<file path="src/rtl/branch_redirect_ctrl_if.sv">
// Handshake bundle between the EX branch unit, the redirect controller and the PC/pipeline logic.
// The controller takes the slave side: it accepts resolved ops and raises redirects/flushes.
interface branch_redirect_ctrl_if;
    logic        ex_valid;
    logic        ex_ready;
    logic [31:0] ex_pc;
    logic        ex_is_branch;
    logic        ex_is_jump;
    logic        ex_taken;
    logic [31:0] ex_target;
    logic [31:0] ex_pred_npc;

    logic        redir_valid;
    logic [31:0] redir_pc;
    logic        redir_ready;
    logic        flush_if_id;
    logic        flush_id_ex;

    modport slave (
        input  ex_valid, ex_pc, ex_is_branch, ex_is_jump, ex_taken, ex_target, ex_pred_npc,
        input  redir_ready,
        output ex_ready, redir_valid, redir_pc, flush_if_id, flush_id_ex
    );

    modport master (
        output ex_valid, ex_pc, ex_is_branch, ex_is_jump, ex_taken, ex_target, ex_pred_npc,
        output redir_ready,
        input  ex_ready, redir_valid, redir_pc, flush_if_id, flush_id_ex
    );
endinterface

</file>
<file path="src/rtl/branch_redirect_ctrl.sv">
// Branch redirect controller: 2-bit BHT for fetch, EX-stage mispredict detection,
// redirect/flush sequencing to the PC logic, and saturating branch/mispredict counters.
module branch_redirect_ctrl #(
    parameter int BHT_IDX_W = 6,
    parameter int CNT_W     = 16
) (
    input  logic                 clk,
    input  logic                 rst_n,
    input  logic [31:0]          if_pc_i,
    output logic                 if_pred_taken_o,
    output logic [CNT_W-1:0]     branch_cnt_o,
    output logic [CNT_W-1:0]     mispred_cnt_o,
    branch_redirect_ctrl_if.slave bus
);

    localparam int BHT_N = 2 ** BHT_IDX_W;

    typedef enum logic {
        IDLE,
        REDIR
    } state_e;

    state_e               state_q, state_d;
    logic [31:0]          redir_pc_q, redir_pc_d;
    logic [1:0]           bht_q [BHT_N];
    logic [1:0]           bht_cur, bht_d;
    logic [CNT_W-1:0]     branch_cnt_q, branch_cnt_d;
    logic [CNT_W-1:0]     mispred_cnt_q, mispred_cnt_d;

    logic [BHT_IDX_W-1:0] if_idx, ex_idx;
    logic                 ex_ready;
    logic                 accept;
    logic                 train;
    logic                 mispredict;
    logic [31:0]          actual_npc;
    logic                 unused_if_pc_bits;

    assign if_idx = if_pc_i[BHT_IDX_W+1:2];
    assign ex_idx = bus.ex_pc[BHT_IDX_W+1:2];
    assign unused_if_pc_bits = ^{if_pc_i[31:BHT_IDX_W+2], if_pc_i[1:0]};

    // Fetch sees the registered table only; a same-cycle update is visible next cycle.
    assign if_pred_taken_o = bht_q[if_idx][1];

    assign ex_ready   = (state_q == IDLE);
    assign accept     = bus.ex_valid & ex_ready & (bus.ex_is_branch | bus.ex_is_jump);
    assign train      = accept & bus.ex_is_branch;
    assign actual_npc = (bus.ex_is_jump | bus.ex_taken) ? bus.ex_target : bus.ex_pc + 32'd4;
    assign mispredict = accept & (actual_npc != bus.ex_pred_npc);

    assign bus.ex_ready    = ex_ready;
    assign bus.redir_valid = (state_q == REDIR);
    assign bus.flush_if_id = (state_q == REDIR);
    assign bus.flush_id_ex = (state_q == REDIR);
    assign bus.redir_pc    = redir_pc_q;
    assign branch_cnt_o    = branch_cnt_q;
    assign mispred_cnt_o   = mispred_cnt_q;

    always_comb begin
        state_d    = state_q;
        redir_pc_d = redir_pc_q;
        unique case (state_q)
            IDLE: begin
                if (mispredict) begin
                    state_d    = REDIR;
                    redir_pc_d = actual_npc;
                end
            end
            REDIR: begin
                if (bus.redir_ready) begin
                    state_d = IDLE;
                end
            end
            default: state_d = IDLE;
        endcase
    end

    // Saturating 2-bit counter step for the entry addressed by the EX instruction.
    always_comb begin
        bht_cur = bht_q[ex_idx];
        bht_d   = bht_cur;
        if (bus.ex_taken) begin
            if (bht_cur != 2'b11) bht_d = bht_cur + 2'd1;
        end else begin
            if (bht_cur != 2'b00) bht_d = bht_cur - 2'd1;
        end
    end

    always_comb begin
        branch_cnt_d  = branch_cnt_q;
        mispred_cnt_d = mispred_cnt_q;
        if (train && branch_cnt_q != {CNT_W{1'b1}}) begin
            branch_cnt_d = branch_cnt_q + CNT_W'(1);
        end
        if (mispredict && mispred_cnt_q != {CNT_W{1'b1}}) begin
            mispred_cnt_d = mispred_cnt_q + CNT_W'(1);
        end
    end

    always_ff @(posedge clk) begin
        if (!rst_n) begin
            state_q       <= IDLE;
            redir_pc_q    <= 32'd0;
            branch_cnt_q  <= '0;
            mispred_cnt_q <= '0;
            for (int i = 0; i < BHT_N; i++) begin
                bht_q[i] <= 2'b01;
            end
        end else begin
            state_q       <= state_d;
            redir_pc_q    <= redir_pc_d;
            branch_cnt_q  <= branch_cnt_d;
            mispred_cnt_q <= mispred_cnt_d;
            if (train) begin
                bht_q[ex_idx] <= bht_d;
            end
        end
    end

endmodule

</file>
<file path="src/flat_wrapper.sv">
// flat-port wrapper written by rule: the top's interface ports become plain ports
module branch_redirect_ctrl_flat 
#(
    parameter int BHT_IDX_W = 6,
    parameter int CNT_W     = 16
)
  (clk, rst_n, if_pc_i, if_pred_taken_o, branch_cnt_o, mispred_cnt_o, bus_ex_valid, bus_ex_pc, bus_ex_is_branch, bus_ex_is_jump, bus_ex_taken, bus_ex_target, bus_ex_pred_npc, bus_redir_ready, bus_ex_ready, bus_redir_valid, bus_redir_pc, bus_flush_if_id, bus_flush_id_ex);
  branch_redirect_ctrl_if bus_i ();
  input  logic clk;
  input  logic rst_n;
  input  logic [31:0] if_pc_i;
  output logic if_pred_taken_o;
  output logic [CNT_W-1:0] branch_cnt_o;
  output logic [CNT_W-1:0] mispred_cnt_o;
  input wire logic [$bits(bus_i.ex_valid)-1:0] bus_ex_valid;
  input wire logic [$bits(bus_i.ex_pc)-1:0] bus_ex_pc;
  input wire logic [$bits(bus_i.ex_is_branch)-1:0] bus_ex_is_branch;
  input wire logic [$bits(bus_i.ex_is_jump)-1:0] bus_ex_is_jump;
  input wire logic [$bits(bus_i.ex_taken)-1:0] bus_ex_taken;
  input wire logic [$bits(bus_i.ex_target)-1:0] bus_ex_target;
  input wire logic [$bits(bus_i.ex_pred_npc)-1:0] bus_ex_pred_npc;
  input wire logic [$bits(bus_i.redir_ready)-1:0] bus_redir_ready;
  output wire logic [$bits(bus_i.ex_ready)-1:0] bus_ex_ready;
  output wire logic [$bits(bus_i.redir_valid)-1:0] bus_redir_valid;
  output wire logic [$bits(bus_i.redir_pc)-1:0] bus_redir_pc;
  output wire logic [$bits(bus_i.flush_if_id)-1:0] bus_flush_if_id;
  output wire logic [$bits(bus_i.flush_id_ex)-1:0] bus_flush_id_ex;
  assign bus_i.ex_valid = bus_ex_valid;
  assign bus_i.ex_pc = bus_ex_pc;
  assign bus_i.ex_is_branch = bus_ex_is_branch;
  assign bus_i.ex_is_jump = bus_ex_is_jump;
  assign bus_i.ex_taken = bus_ex_taken;
  assign bus_i.ex_target = bus_ex_target;
  assign bus_i.ex_pred_npc = bus_ex_pred_npc;
  assign bus_i.redir_ready = bus_redir_ready;
  assign bus_ex_ready = bus_i.ex_ready;
  assign bus_redir_valid = bus_i.redir_valid;
  assign bus_redir_pc = bus_i.redir_pc;
  assign bus_flush_if_id = bus_i.flush_if_id;
  assign bus_flush_id_ex = bus_i.flush_id_ex;
  branch_redirect_ctrl #(.BHT_IDX_W(BHT_IDX_W), .CNT_W(CNT_W)) u_core (.clk(clk), .rst_n(rst_n), .if_pc_i(if_pc_i), .if_pred_taken_o(if_pred_taken_o), .branch_cnt_o(branch_cnt_o), .mispred_cnt_o(mispred_cnt_o), .bus(bus_i));
endmodule
</file>
<file path="config.mk">
export PLATFORM = sky130hd
export DESIGN_NAME = branch_redirect_ctrl_flat
export DESIGN_NICKNAME = d
export VERILOG_FILES = /design/src/rtl/branch_redirect_ctrl_if.sv /design/src/rtl/branch_redirect_ctrl.sv /design/src/flat_wrapper.sv
export SDC_FILE = /design/constraint.sdc
export NUM_CORES = 1
export LEC_CHECK = 0
export ABC_AREA = 1
export ABC_CLOCK_PERIOD_IN_PS = 5050
export CORE_MARGIN = 10
export CORE_UTILIZATION = 50
export DETAILED_ROUTE_END_ITERATION = 6
export GPL_TIMING_DRIVEN = 0
export HOLD_SLACK_MARGIN = 0.05
export PLACE_DENSITY = 0.76
export SLEW_MARGIN = 20
export SYNTH_ARGS = -nofsm -noshare
export SYNTH_HDL_FRONTEND = slang
export SYNTH_SLANG_ARGS = --single-unit
</file>
<file path="constraint.sdc">
create_clock -name clk -period 5.05 [get_ports clk]
set_input_delay 1.2625 -clock clk [delete_from_list [all_inputs] [get_ports clk]]
set_output_delay 1.2625 -clock clk [all_outputs]
set_load 0.05 [all_outputs]
</file>
==> impl_results.rst, run 1 <==
.. list-table::
   :header-rows: 1

   * - Metric
     - Value
   * - Outcome
     - finished with violations
   * - Violated checks
     - design-rule violations
   * - Cell with the most instances after synthesis
     - sky130_fd_sc_hd__nand2_1
   * - Post-layout nets
     - 2041
   * - Vias
     - 12600
   * - Pin count of the biggest net entering global routing
     - 21
   * - Cell mode on critical path
     - sky130_fd_sc_hd__clkbuf_1
   * - Detail-routed via count per cell
     - 5.66
   * - Total clock buffers created by CTS
     - 17
   * - # port buffers
     - 170
   * - First-pass GRT wire length
     - 67.2 mm
   * - Number of hold violations in the final report
     - 0
   * - Average wire length per cell after detail routing
     - 20.1 µm
   * - Yosys Warn Count
     - 0
   * - Cts hold-fix bufs
     - 0
   * - Hold/Removal Path Class
     - register to register
   * - Via count of the first global-routing pass
     - 11700
   * - Number of levels the H-tree was split into
     - 4
   * - Transition time of the tightest slew-check pin
     - 0.912 ns
   * - Antenna violation net count after detailed routing
     - 0
   * - Crit. End Element
     - primary output
   * - Gr usage total
     - 28.4%
   * - Detailed-route DRC error count
     - 2
   * - Detail Placement HPWL
     - 34.0 mm
   * - Normalized max-slew margin
     - 39.2%
   * - Final setup vio count
     - 0
   * - IO Pins
     - 204
   * - TritonRoute pass-1 iters
     - 7
   * - Fmax
     - 0.206 GHz
   * - Sum of negative setup slack
     - 0 ns
   * - Clk network pwr share
     - 34.6%
   * - # rows
     - 56
   * - Final Cycle Share
     - 96.2%
   * - Area of the die
     - 0.0306 mm²
   * - Gates resized, CTS repair
     - 1
   * - Starting Density
     - 50.9%
   * - Number of cells produced by synthesis
     - 1714
   * - Number of fillers in the final layout
     - 2166
   * - Combinational power share
     - 20.9%
   * - Slowest stage delay, CP
     - 0.36 ns
   * - Proportion of register bits with asynchronous set or reset after synthesis
     - 0%
   * - CORE AREA
     - 0.0235 mm²
   * - GP Congestion
     - 0.995
   * - Required arrival time at the worst endpoint
     - 3.79 ns
   * - Total net switching power
     - 1.27 mW
   * - Die outline width
     - 175 µm
   * - Most frequent cells after synthesis
     - 431 x sky130_fd_sc_hd__nand2_1, 326 x sky130_fd_sc_hd__nor2_1, 247 x sky130_fd_sc_hd__inv_1, 143 x sky130_fd_sc_hd__nand3_1, 128 x sky130_fd_sc_hd__edfxtp_1
   * - Areal power density over the cells
     - 269 mW/mm²
   * - Area growth from synthesis to layout
     - 22.3%
   * - Total power
     - 3.94 mW
   * - Share of the yosys chip area belonging to registers
     - 42.9%
   * - Leading register cell type out of synthesis
     - sky130_fd_sc_hd__edfxtp_1
   * - Top cells by area, synth
     - sky130_fd_sc_hd__edfxtp_1 32%, sky130_fd_sc_hd__nand2_1 13%, sky130_fd_sc_hd__dfxtp_1 11%
   * - Critical path, cell by cell
     - clkbuf_1 > inv_1 > clkbuf_1 > a21oi_1 > a221oi_1 > o21ai_0 > nor2_1 > o31ai_1 > clkbuf_2
   * - Pins Over Slew Limit
     - 0
   * - Final Critical Period
     - 4.86 ns
   * - Share of cells above drive strength 1
     - 5.69%
   * - Crit path arrival time
     - 3.60 ns
   * - Register cell area after layout
     - 0.00514 mm²
   * - Syn Nets
     - 1852
   * - WS Path Type
     - input port to primary output
   * - Final setup skew
     - 0.0119 ns
   * - Avg Synthesized Cell Area
     - 6.99 µm²
   * - CP startpoint kind
     - input port
   * - Maximum fanout along the worst path
     - 10
   * - Clock insertion delay at the later pin of the skew report
     - 0.45 ns
   * - Fraction of power spent switching nets
     - 32.3%
   * - Post-CTS Setup Inserts
     - 0
   * - Total area of multi-input combinational cells
     - 0.00545 mm²
   * - Unrepaired setup endpoints after global routing
     - false
   * - Number of max-capacitance violations reported
     - 0
   * - Worst voltage drop across the vdd grid
     - 213 µV
   * - Clock Root Buffer
     - sky130_fd_sc_hd__clkbuf_16
   * - Number of clock sinks
     - 193
   * - Die extent in y
     - 175 µm
   * - Number of antenna violations at the first check in global routing
     - 1
   * - Area fraction of the dominant cell type after synthesis
     - 32.1%
   * - Number of DRC markers after the initial detailed-route iteration
     - 1854
   * - Number of buffers between clock root and the deepest sink
     - 2
   * - Clock tree from TritonCTS
     - yes
   * - Antenna cells
     - 0
   * - Flop pwr share
     - 44.5%
   * - Synth Cell Area
     - 0.0120 mm²
   * - Routed Wire Length
     - 45.0 mm
   * - Static leakage power
     - 5.69 nW
   * - Most area-hungry cell type in the Yosys netlist
     - sky130_fd_sc_hd__edfxtp_1
   * - Slowest CP cell
     - sky130_fd_sc_hd__clkbuf_1
   * - Worst-path clk slew
     - 0.09 ns
   * - Int Pwr
     - 2.67 mW
   * - Number of distinct standard cells referenced by the synthesized netlist
     - 49
   * - Seq cells post-synth
     - 193
   * - Remaining global-route overflow
     - 0
   * - Number of enable-type register cells in the synthesized netlist
     - 128
-- state kept, by name, indices dropped and copies added, names as in the netlist --
name	cells
u_core.bht_q	128
u_core.bus.redir_pc	32
u_core.branch_cnt_o	16
u_core.mispred_cnt_o	16
u_core.bus.flush_id_ex	1
-- final timing paths --
path                                                            from                                   end  slack, ns  cells after the start
worst min-delay path            u_core.bus.redir_pc[22]$_SDFFE_PN0P_  u_core.bus.redir_pc[22]$_SDFFE_PN0P_       0.48                      2
worst min register to register  u_core.bus.redir_pc[22]$_SDFFE_PN0P_  u_core.bus.redir_pc[22]$_SDFFE_PN0P_       0.48                      2
worst max register to register     u_core.bht_q[63][1]$_SDFFCE_PN0P_     u_core.bht_q[30][0]$_SDFFCE_PN1P_       2.28                     10
worst max-delay path                                      if_pc_i[3]                       if_pred_taken_o       0.19                      9
-- metrics by stage --
step	utilization (%)	cell area (µm²)	setup slack, ns	cells	hold WS [ns]
2_1_floorplan	-	12000	0.347	1714	0.700
3_3_place_gp	59.8	14100	-0.305	2203	0.465
3_5_place_dp	59.8	14100	-0.247	2203	0.471
4_1_cts	62.3	14700	0.0336	2235	0.490
5_1_grt	62.3	14700	0.158	2235	0.514
6_report	62.3	14700	0.192	2235	0.484
-- power groups by stage --
| stage | Clock, mW | Sequential, mW | Combinational [mW] |
|---|---|---|---|
| after floorplan | 0 | 1.87 | 0.395 |
| after global placement | 0 | 1.79 | 0.798 |
| after detailed placement | 0 | 1.79 | 0.804 |
| after CTS | 1.35 | 1.75 | 0.809 |
| after global routing | 1.42 | 1.76 | 0.874 |
| final | 1.36 | 1.75 | 0.823 |
-- routing by layer --
| metal | GRT usage, % | up-vias | wire [µm] |
|---|---|---|---|
| met5 | 0 | - | 13 |
| met4 | 13.1 | 2 | 2070 |
| met3 | 5.54 | 139 | 4830 |
| met2 | 46.8 | 819 | 20900 |
| met1 | 35.4 | 5766 | 17200 |
| li1 | - | 5918 | - |
-- area by class of cell --
class,count,area share [%]
repair buffers,170,11.6
flip-flops and latches,193,35.1
well taps,319,2.72
plain buffers,78,3.02
inverters,252,6.45
clock buffers,19,2.95
clock inverters,13,0.999
multi-input cells,1191,37.2
-- critical path: cells and delay by family --
family / cells / cell delay [ns]
compound gates: 4 / 0.96
simple gates: 1 / 0.07
buf+inv: 4 / 1.30
-- logic make-up after synthesis --
group	Yosys count	synth area share [%]
buffers and inverters	330	11.6
XOR/XNOR	11	0.804
adder cells (fa/ha/maj)	3	0.313
AO/OA/AOI/OAI	170	8.82
flip-flops	193	42.9
AND/OR/NAND/NOR	1007	35.6
-- cell usage in the layout, fill, tap and decap left out, drive strengths merged, types with 6 or more instances in the layout --
cell type / count
a21oi: 32
a221oi: 17
a22oi: 18
buf: 42
clkbuf: 56
clkdlybuf4s50: 169
dfxtp: 65
edfxtp: 128
inv: 260
nand2: 436
nand3: 146
nand3b: 13
nand4: 34
nor2: 333
nor3: 22
o21ai: 68
o221ai: 6
or2: 17
xor2: 8
(Power assumes the default switching activity.)
==> run 2, diff against run 1 <==
--- a/config.mk
+++ b/config.mk
@@ -8,11 +8,11 @@
 export ABC_AREA = 1
 export ABC_CLOCK_PERIOD_IN_PS = 5050
 export CORE_MARGIN = 10
-export CORE_UTILIZATION = 50
+export CORE_UTILIZATION = 35
 export DETAILED_ROUTE_END_ITERATION = 6
 export GPL_TIMING_DRIVEN = 0
 export HOLD_SLACK_MARGIN = 0.05
-export PLACE_DENSITY = 0.76
+export PLACE_DENSITY = 0.57
 export SLEW_MARGIN = 20
 export SYNTH_ARGS = -nofsm -noshare
 export SYNTH_HDL_FRONTEND = slang
==> run 2 against run 1 <==
Effect of this change: the run still ends with design-rule violations left; sequential share of layout area shrank 0.44 points; hold slack gained 0.0032 ns; first-iteration DRC count shrank 27%; maximum frequency shrank 2.4%; power grew 1.6%; final cell count grew 5.9%; global-route usage shrank 6.5 points; sequential power is essentially flat; core utilization shrank 18 points; clock power grew 4%; combinational power grew 0.6%; die area grew 38%; largest cell class unchanged; largest power group unchanged.
==> impl_results.rst, run 2 (synthesis results as in run 1) <==
.. list-table::
   :header-rows: 1

   * - Metric
     - Value
   * - CP startpoint kind
     - input port (unchanged)
   * - Worst-path clk slew
     - 0.08 ns (was 0.09 ns)
   * - Final Critical Period
     - 4.98 ns (was 4.86 ns)
   * - Normalized max-slew margin
     - 32.6% (was 39.2%)
   * - Unrepaired setup endpoints after global routing
     - false (unchanged)
   * - Instance count after placement with tap cells included
     - 2332 (was 2203)
   * - Number of max-capacitance violations reported
     - 0 (unchanged)
   * - Antenna violation net count after detailed routing
     - 0 (unchanged)
   * - Worst Setup Slack post-DPL
     - -0.234 ns (was -0.247 ns)
   * - Post-CTS Setup Inserts
     - 0 (unchanged)
   * - Area of the die
     - 0.0420 mm² (was 0.0306 mm²)
   * - Flip-flop count of the largest register, all copies and words added
     - 128 (unchanged)
   * - Count of placed standard cells in the final layout, fillers left out
     - 2367 (was 2235)
   * - Most common library cell in the layout ignoring fill and taps
     - sky130_fd_sc_hd__nand2_1 (unchanged)
   * - Average wire length per cell after detail routing
     - 20.0 µm (was 20.1 µm)
   * - Number of hold violations in the final report
     - 0 (unchanged)
   * - Gr usage total
     - 21.9% (was 28.4%)
   * - Via count of the first global-routing pass
     - 11900 (was 11700)
   * - Number of antenna violations at the first check in global routing
     - 4 (was 1)
   * - Outcome
     - finished with violations (unchanged)
   * - Slowest stage delay, CP
     - 0.41 ns (was 0.36 ns)
   * - GP Congestion
     - 0.966 (was 0.995)
   * - Worst setup slack after layout
     - 0.0742 ns (was 0.192 ns)
   * - Cell Area, Placed
     - 0.0142 mm² (was 0.0141 mm²)
   * - Die extent in y
     - 205 µm (was 175 µm)
   * - Cell mode on critical path
     - sky130_fd_sc_hd__clkbuf_1 (unchanged)
   * - Number of levels the H-tree was split into
     - 4 (unchanged)
   * - Area growth from synthesis to layout
     - 23.9% (was 22.3%)
   * - Required arrival time at the worst endpoint
     - 3.79 ns (about the same)
   * - CORE AREA
     - 0.0337 mm² (was 0.0235 mm²)
   * - Transition time of the tightest slew-check pin
     - 1.01 ns (was 0.912 ns)
   * - Final std cell area, no fill
     - 0.0148 mm² (was 0.0147 mm²)
   * - Clock insertion delay at the later pin of the skew report
     - 0.46 ns (was 0.45 ns)
   * - # port buffers
     - 170 (unchanged)
   * - Reg with most FFs
     - u_core.bht_q (unchanged)
   * - Final worst hold slack
     - 0.488 ns (was 0.484 ns)
   * - Fmax
     - 0.201 GHz (was 0.206 GHz)
   * - TritonRoute pass-1 iters
     - 7 (unchanged)
   * - Number of clock sinks
     - 193 (unchanged)
   * - Hold/Removal Path Class
     - register to register (unchanged)
   * - Clock tree from TritonCTS
     - yes (unchanged)
   * - Violated checks
     - design-rule violations (unchanged)
   * - Die outline width
     - 205 µm (was 175 µm)
   * - WS Path Type
     - input port to primary output (unchanged)
   * - Pins Over Slew Limit
     - 0 (unchanged)
   * - Total clock buffers created by CTS
     - 17 (unchanged)
   * - Most used cells in the layout excluding fill and tap cells
     - 431 x sky130_fd_sc_hd__nand2_1, 326 x sky130_fd_sc_hd__nor2_1, 247 x sky130_fd_sc_hd__inv_1 (unchanged)
   * - Crit. End Element
     - primary output (unchanged)
   * - Remaining global-route overflow
     - 0 (unchanged)
   * - Final core utilization
     - 44.1% (was 62.3%)
   * - Worst voltage drop across the vdd grid
     - 231 µV (was 213 µV)
   * - Detail Placement HPWL
     - 35.8 mm (was 34.0 mm)
   * - Slowest CP cell
     - sky130_fd_sc_hd__clkbuf_1 (unchanged)
   * - Post-layout nets
     - 2041 (unchanged)
   * - Detail-routed via count per cell
     - 5.24 (was 5.66)
   * - Crit path arrival time
     - 3.71 ns (was 3.60 ns)
   * - Vias
     - 12400 (was 12600)
   * - Static leakage power
     - 5.70 nW (was 5.69 nW)
   * - Pin count of the biggest net entering global routing
     - 20 (was 21)
   * - Starting Density
     - 35.6% (was 50.9%)
   * - Maximum fanout along the worst path
     - 10 (unchanged)
   * - Final setup skew
     - 0.0174 ns (was 0.0119 ns)
   * - Final setup vio count
     - 0 (unchanged)
   * - Number of buffers between clock root and the deepest sink
     - 2 (unchanged)
   * - Number of DRC markers after the initial detailed-route iteration
     - 1348 (was 1854)
   * - IO Pins
     - 204 (unchanged)
   * - First-pass GRT wire length
     - 70.4 mm (was 67.2 mm)
   * - Areal power density over the cells
     - 269 mW/mm² (about the same)
   * - Routed Wire Length
     - 47.3 mm (was 45.0 mm)
   * - Final Cycle Share
     - 98.5% (was 96.2%)
   * - Critical path, cell by cell
     - clkbuf_1 > inv_1 > clkbuf_1 > a21oi_1 > a221oi_1 > o21ai_0 > nor2_1 > o31ai_1 > clkbuf_2 (unchanged)
   * - Share of cells above drive strength 1
     - 5.74% (was 5.69%)
   * - # rows
     - 67 (was 56)
   * - Detailed-route DRC error count
     - 7 (was 2)
   * - Clock Root Buffer
     - sky130_fd_sc_hd__clkbuf_16 (unchanged)
   * - Cts hold-fix bufs
     - 0 (unchanged)
-- run 2: final timing paths --
kind / start / endpoint / slack (ns) / cells after the start
setup reg to reg: u_core.bus.flush_id_ex$_SDFF_PN0_ / u_core.bht_q[24][1]$_SDFFCE_PN0P_ / 2.34 / 10
hold / removal: u_core.bus.redir_pc[24]$_SDFFE_PN0P_ / u_core.bus.redir_pc[24]$_SDFFE_PN0P_ / 0.49 / 2
hold reg to reg: u_core.bus.redir_pc[24]$_SDFFE_PN0P_ / u_core.bus.redir_pc[24]$_SDFFE_PN0P_ / 0.49 / 2
setup / recovery: if_pc_i[3] / if_pred_taken_o / 0.07 / 9
-- run 2: layer usage --
| metal | part of all wire [%] | vias up | track usage (%) | wire, µm |
|---|---|---|---|---|
| met3 | 9.1 | 88 | 4.83 | 4320 |
| met1 | 42 | 5810 | 28.1 | 19800 |
| met2 | 46 | 598 | 35.4 | 21700 |
| met5 | 0.025 | - | 0 | 12 |
| met4 | 3.0 | 2 | 8.16 | 1400 |
| li1 | - | 5908 | - | - |
-- run 2: report_power, final --
| part | total [mW] | switching, mW | internal (mW) |
|---|---|---|---|
| registers | 1.75 | 0.0294 | 1.72 |
| logic | 0.828 | 0.548 | 0.279 |
| clock network | 1.42 | 0.710 | 0.711 |
-- run 2: per-stage QoR --
| stage | power (mW) | TNS [ns] |
|---|---|---|
| after floorplan | 2.27 | 0 |
| after global placement | 2.60 | -0.296 |
| after detailed placement | 2.61 | -0.234 |
| after CTS | 4.01 | 0 |
| after global routing | 4.13 | 0 |
| final | 4.00 | 0 |
-- run 2: final cells by class --
class / instances / area, µm²
diodes: 3 / 7.51
plain buffers: 78 / 443
clock buffers: 18 / 429
clock inverters: 14 / 166
fillers: 3436 / 18900
inverters: 252 / 946
multi-input cells: 1191 / 5450
flip-flops and latches: 193 / 5140
well taps: 448 / 561
repair buffers: 170 / 1700
-- run 2: what timing repair did --
action                                  4_1_cts  5_1_grt
endpoints found under the setup margin        1        1
resized for setup                             1        5
cloned                                        0        0
-- run 2: worst max-delay path: cells and delay by family --
family | cells | cell delay, ns
AOI/OAI and AO/OA | 4 | 1.03
buffers and inverters | 4 | 1.34
and+or+nand+nor | 1 | 0.07
==> run 3, diff against run 2 <==
--- a/config.mk
+++ b/config.mk
@@ -7,12 +7,12 @@
 export LEC_CHECK = 0
 export ABC_AREA = 1
 export ABC_CLOCK_PERIOD_IN_PS = 5050
-export CORE_MARGIN = 10
 export CORE_UTILIZATION = 35
 export DETAILED_ROUTE_END_ITERATION = 6
 export GPL_TIMING_DRIVEN = 0
 export HOLD_SLACK_MARGIN = 0.05
 export PLACE_DENSITY = 0.57
+export REMOVE_ABC_BUFFERS = 1
 export SLEW_MARGIN = 20
 export SYNTH_ARGS = -nofsm -noshare
 export SYNTH_HDL_FRONTEND = slang
==> run 3 against run 2 <==
Effect of this change: core utilization up 0.47 points; die area down 17%; count of clock-buffer cells in the layout up 4; global-route usage up 0.25 points; clock power down 3%; sequential cell count unchanged; the run now ends clean; register-to-register slack worse by 0.37 ns; critical path depth up 7; first-iteration DRC count down 24%.
==> impl_results.rst, run 3 (synthesis results as in run 1) <==
.. list-table::
   :header-rows: 1

   * - Metric
     - Value
   * - Remaining global-route overflow
     - 0 (unchanged)
   * - Die extent in y
     - 187 µm (was 205 µm)
   * - Number of antenna violations at the first check in global routing
     - 2 (was 4)
   * - CORE AREA
     - 0.0336 mm² (was 0.0337 mm²)
   * - Static leakage power
     - 5.68 nW (was 5.70 nW)
   * - Cell Area, Placed
     - 0.0140 mm² (was 0.0142 mm²)
   * - Final Cycle Share
     - 97.6% (was 98.5%)
   * - Clock insertion delay at the later pin of the skew report
     - 0.45 ns (was 0.46 ns)
   * - Flip-flop count of the largest register, all copies and words added
     - 128 (unchanged)
   * - CP startpoint kind
     - input port (unchanged)
   * - IO Pins
     - 204 (unchanged)
   * - Gr usage total
     - 22.2% (was 21.9%)
   * - Worst-path clk slew
     - 0.07 ns (was 0.08 ns)
   * - Outcome
     - finished clean (was finished with violations)
   * - Fmax
     - 0.203 GHz (was 0.201 GHz)
   * - # rows
     - 67 (unchanged)
   * - Die outline width
     - 187 µm (was 205 µm)
   * - TritonRoute pass-1 iters
     - 6 (was 7)
   * - Reg with most FFs
     - u_core.bht_q (unchanged)
   * - Number of buffers between clock root and the deepest sink
     - 2 (unchanged)
   * - Number of clock sinks
     - 193 (unchanged)
   * - Final Critical Period
     - 4.93 ns (was 4.98 ns)
   * - Share of cells above drive strength 1
     - 6.74% (was 5.74%)
   * - Worst setup slack after layout
     - 0.123 ns (was 0.0742 ns)
   * - Final setup skew
     - 0.0122 ns (was 0.0174 ns)
   * - Cts hold-fix bufs
     - 0 (unchanged)
   * - Average wire length per cell after detail routing
     - 17.2 µm (was 20.0 µm)
   * - Crit. End Element
     - register (was primary output)
   * - Required arrival time at the worst endpoint
     - 5.24 ns (was 3.79 ns)
   * - Worst voltage drop across the vdd grid
     - 257 µV (was 231 µV)
   * - # port buffers
     - 177 (was 170)
   * - Normalized max-slew margin
     - 35.5% (was 32.6%)
   * - Clock Root Buffer
     - sky130_fd_sc_hd__clkbuf_16 (unchanged)
   * - Most common library cell in the layout ignoring fill and taps
     - sky130_fd_sc_hd__nand2_1 (unchanged)
   * - Final std cell area, no fill
     - 0.0150 mm² (was 0.0148 mm²)
   * - First-pass GRT wire length
     - 60.3 mm (was 70.4 mm)
   * - Cell mode on critical path
     - sky130_fd_sc_hd__nand2_1 (was sky130_fd_sc_hd__clkbuf_1)
   * - Routed Wire Length
     - 40.1 mm (was 47.3 mm)
   * - Maximum fanout along the worst path
     - 41 (was 10)
   * - Final core utilization
     - 44.5% (was 44.1%)
   * - Pin count of the biggest net entering global routing
     - 74 (was 20)
   * - Post-layout nets
     - 2010 (was 2041)
   * - Critical path, cell by cell
     - clkdlybuf4s50_1 > inv_2 > nand3_2 > clkinvlp_4 > nand2_1 > o2111ai_1 > o21ai_0 > nand2_1 > nor2_1 > nand4_1 > nand2_8 > buf_12 > nand2_1 > nand2_8 > buf_12 > nor2_1 (was clkbuf_1 > inv_1 > clkbuf_1 > a21oi_1 > a221oi_1 > o21ai_0 > nor2_1 > o31ai_1 > clkbuf_2)
   * - Number of levels the H-tree was split into
     - 4 (unchanged)
   * - Detail-routed via count per cell
     - 5.06 (was 5.24)
   * - Most used cells in the layout excluding fill and tap cells
     - 430 x sky130_fd_sc_hd__nand2_1, 322 x sky130_fd_sc_hd__nor2_1, 240 x sky130_fd_sc_hd__inv_1 (was 431 x sky130_fd_sc_hd__nand2_1, 326 x sky130_fd_sc_hd__nor2_1, 247 x sky130_fd_sc_hd__inv_1)
   * - Vias
     - 11800 (was 12400)
   * - Pins Over Slew Limit
     - 0 (unchanged)
   * - Area growth from synthesis to layout
     - 24.9% (was 23.9%)
   * - Number of fillers in the final layout
     - 3443 (was 3436)
   * - Areal power density over the cells
     - 262 mW/mm² (was 269 mW/mm²)
   * - Slowest CP cell
     - sky130_fd_sc_hd__clkdlybuf4s50_1 (was sky130_fd_sc_hd__clkbuf_1)
   * - Total power
     - 3.92 mW (was 4.00 mW)
   * - Detailed-route DRC error count
     - 0 (was 7)
   * - Antenna violation net count after detailed routing
     - 0 (unchanged)
   * - Clock tree from TritonCTS
     - yes (unchanged)
   * - Total clock buffers created by CTS
     - 17 (unchanged)
   * - Number of DRC markers after the initial detailed-route iteration
     - 1030 (was 1348)
   * - Hold/Removal Path Class
     - register to register (unchanged)
   * - Starting Density
     - 35.6% (about the same)
   * - Area of the die
     - 0.0350 mm² (was 0.0420 mm²)
   * - Detail Placement HPWL
     - 26.6 mm (was 35.8 mm)
   * - Crit path arrival time
     - 5.12 ns (was 3.71 ns)
   * - Worst Setup Slack post-DPL
     - -1.42 ns (was -0.234 ns)
   * - Slowest stage delay, CP
     - 0.71 ns (was 0.41 ns)
   * - Sum of negative setup slack
     - 0 ns (unchanged)
   * - Via count of the first global-routing pass
     - 10900 (was 11900)
   * - WS Path Type
     - input port to register (was input port to primary output)
   * - Number of max-capacitance violations reported
     - 0 (unchanged)
   * - Number of hold violations in the final report
     - 0 (unchanged)
   * - GP Congestion
     - 0.894 (was 0.966)
   * - Transition time of the tightest slew-check pin
     - 0.967 ns (was 1.01 ns)
   * - Final setup vio count
     - 0 (unchanged)
[run 3: metrics by stage]
stage / hold WS (ns) / cells
floorplan: 0.700 / 1636
global placement: 0.461 / 2261
detailed placement: 0.471 / 2266
CTS: 0.489 / 2311
global route: 0.515 / 2336
finish: 0.481 / 2336
[run 3: worst paths after layout]
| path | startpoint | to | slack [ns] | cells past startpoint |
|---|---|---|---|---|
| max | bus_ex_pc[2] | u_core.bht_q[8][1]$_SDFFCE_PN0P_ | 0.12 | 16 |
| min | u_core.bus.redir_pc[16]$_SDFFE_PN0P_ | u_core.bus.redir_pc[16]$_SDFFE_PN0P_ | 0.48 | 2 |
| max reg2reg | u_core.bht_q[24][1]$_SDFFCE_PN0P_ | u_core.bht_q[8][1]$_SDFFCE_PN0P_ | 1.97 | 14 |
| min reg2reg | u_core.bus.redir_pc[16]$_SDFFE_PN0P_ | u_core.bus.redir_pc[16]$_SDFFE_PN0P_ | 0.48 | 2 |
[run 3: critical path, delay by kind of cell]
kind / cells / cell delay (ns)
buf+inv: 5 / 1.75
simple gates: 9 / 1.73
compound gates: 2 / 0.33
[run 3: report_power, final]
group / switching, mW / internal [mW]
combinational: 0.515 / 0.271
sequential: 0.0267 / 1.72
clock: 0.652 / 0.732
[run 3: layer usage]
layer | global-route usage, % | wire [µm] | vias to the layer above
li1 | - | - | 5860
met1 | 27.9 | 17100 | 5501
met2 | 38.3 | 19600 | 395
met3 | 2.91 | 2250 | 72
met4 | 8.89 | 1200 | 0
met5 | 0 | 0 | -
[run 3: timing repair]
item	CTS	global route
gates resized for setup	16	13
endpoints found under the setup margin	72	72
buffers inserted	12	18
pin swaps	2	4
cloned	1	4
[run 3: layout make-up]
type                       count  area (µm²)  share of cell area [%]
tap                          448         561                    3.75
inverter                     252         975                    6.51
timing repair inverter         1        7.51                  0.0502
sequential                   193        5140                    34.4
antenna                        3        7.51                  0.0502
multi-input combinational   1195        5570                    37.2
timing repair buffer         212        2110                    14.1
clock buffer                  22         497                    3.32
clock inverter                10        87.6                   0.585
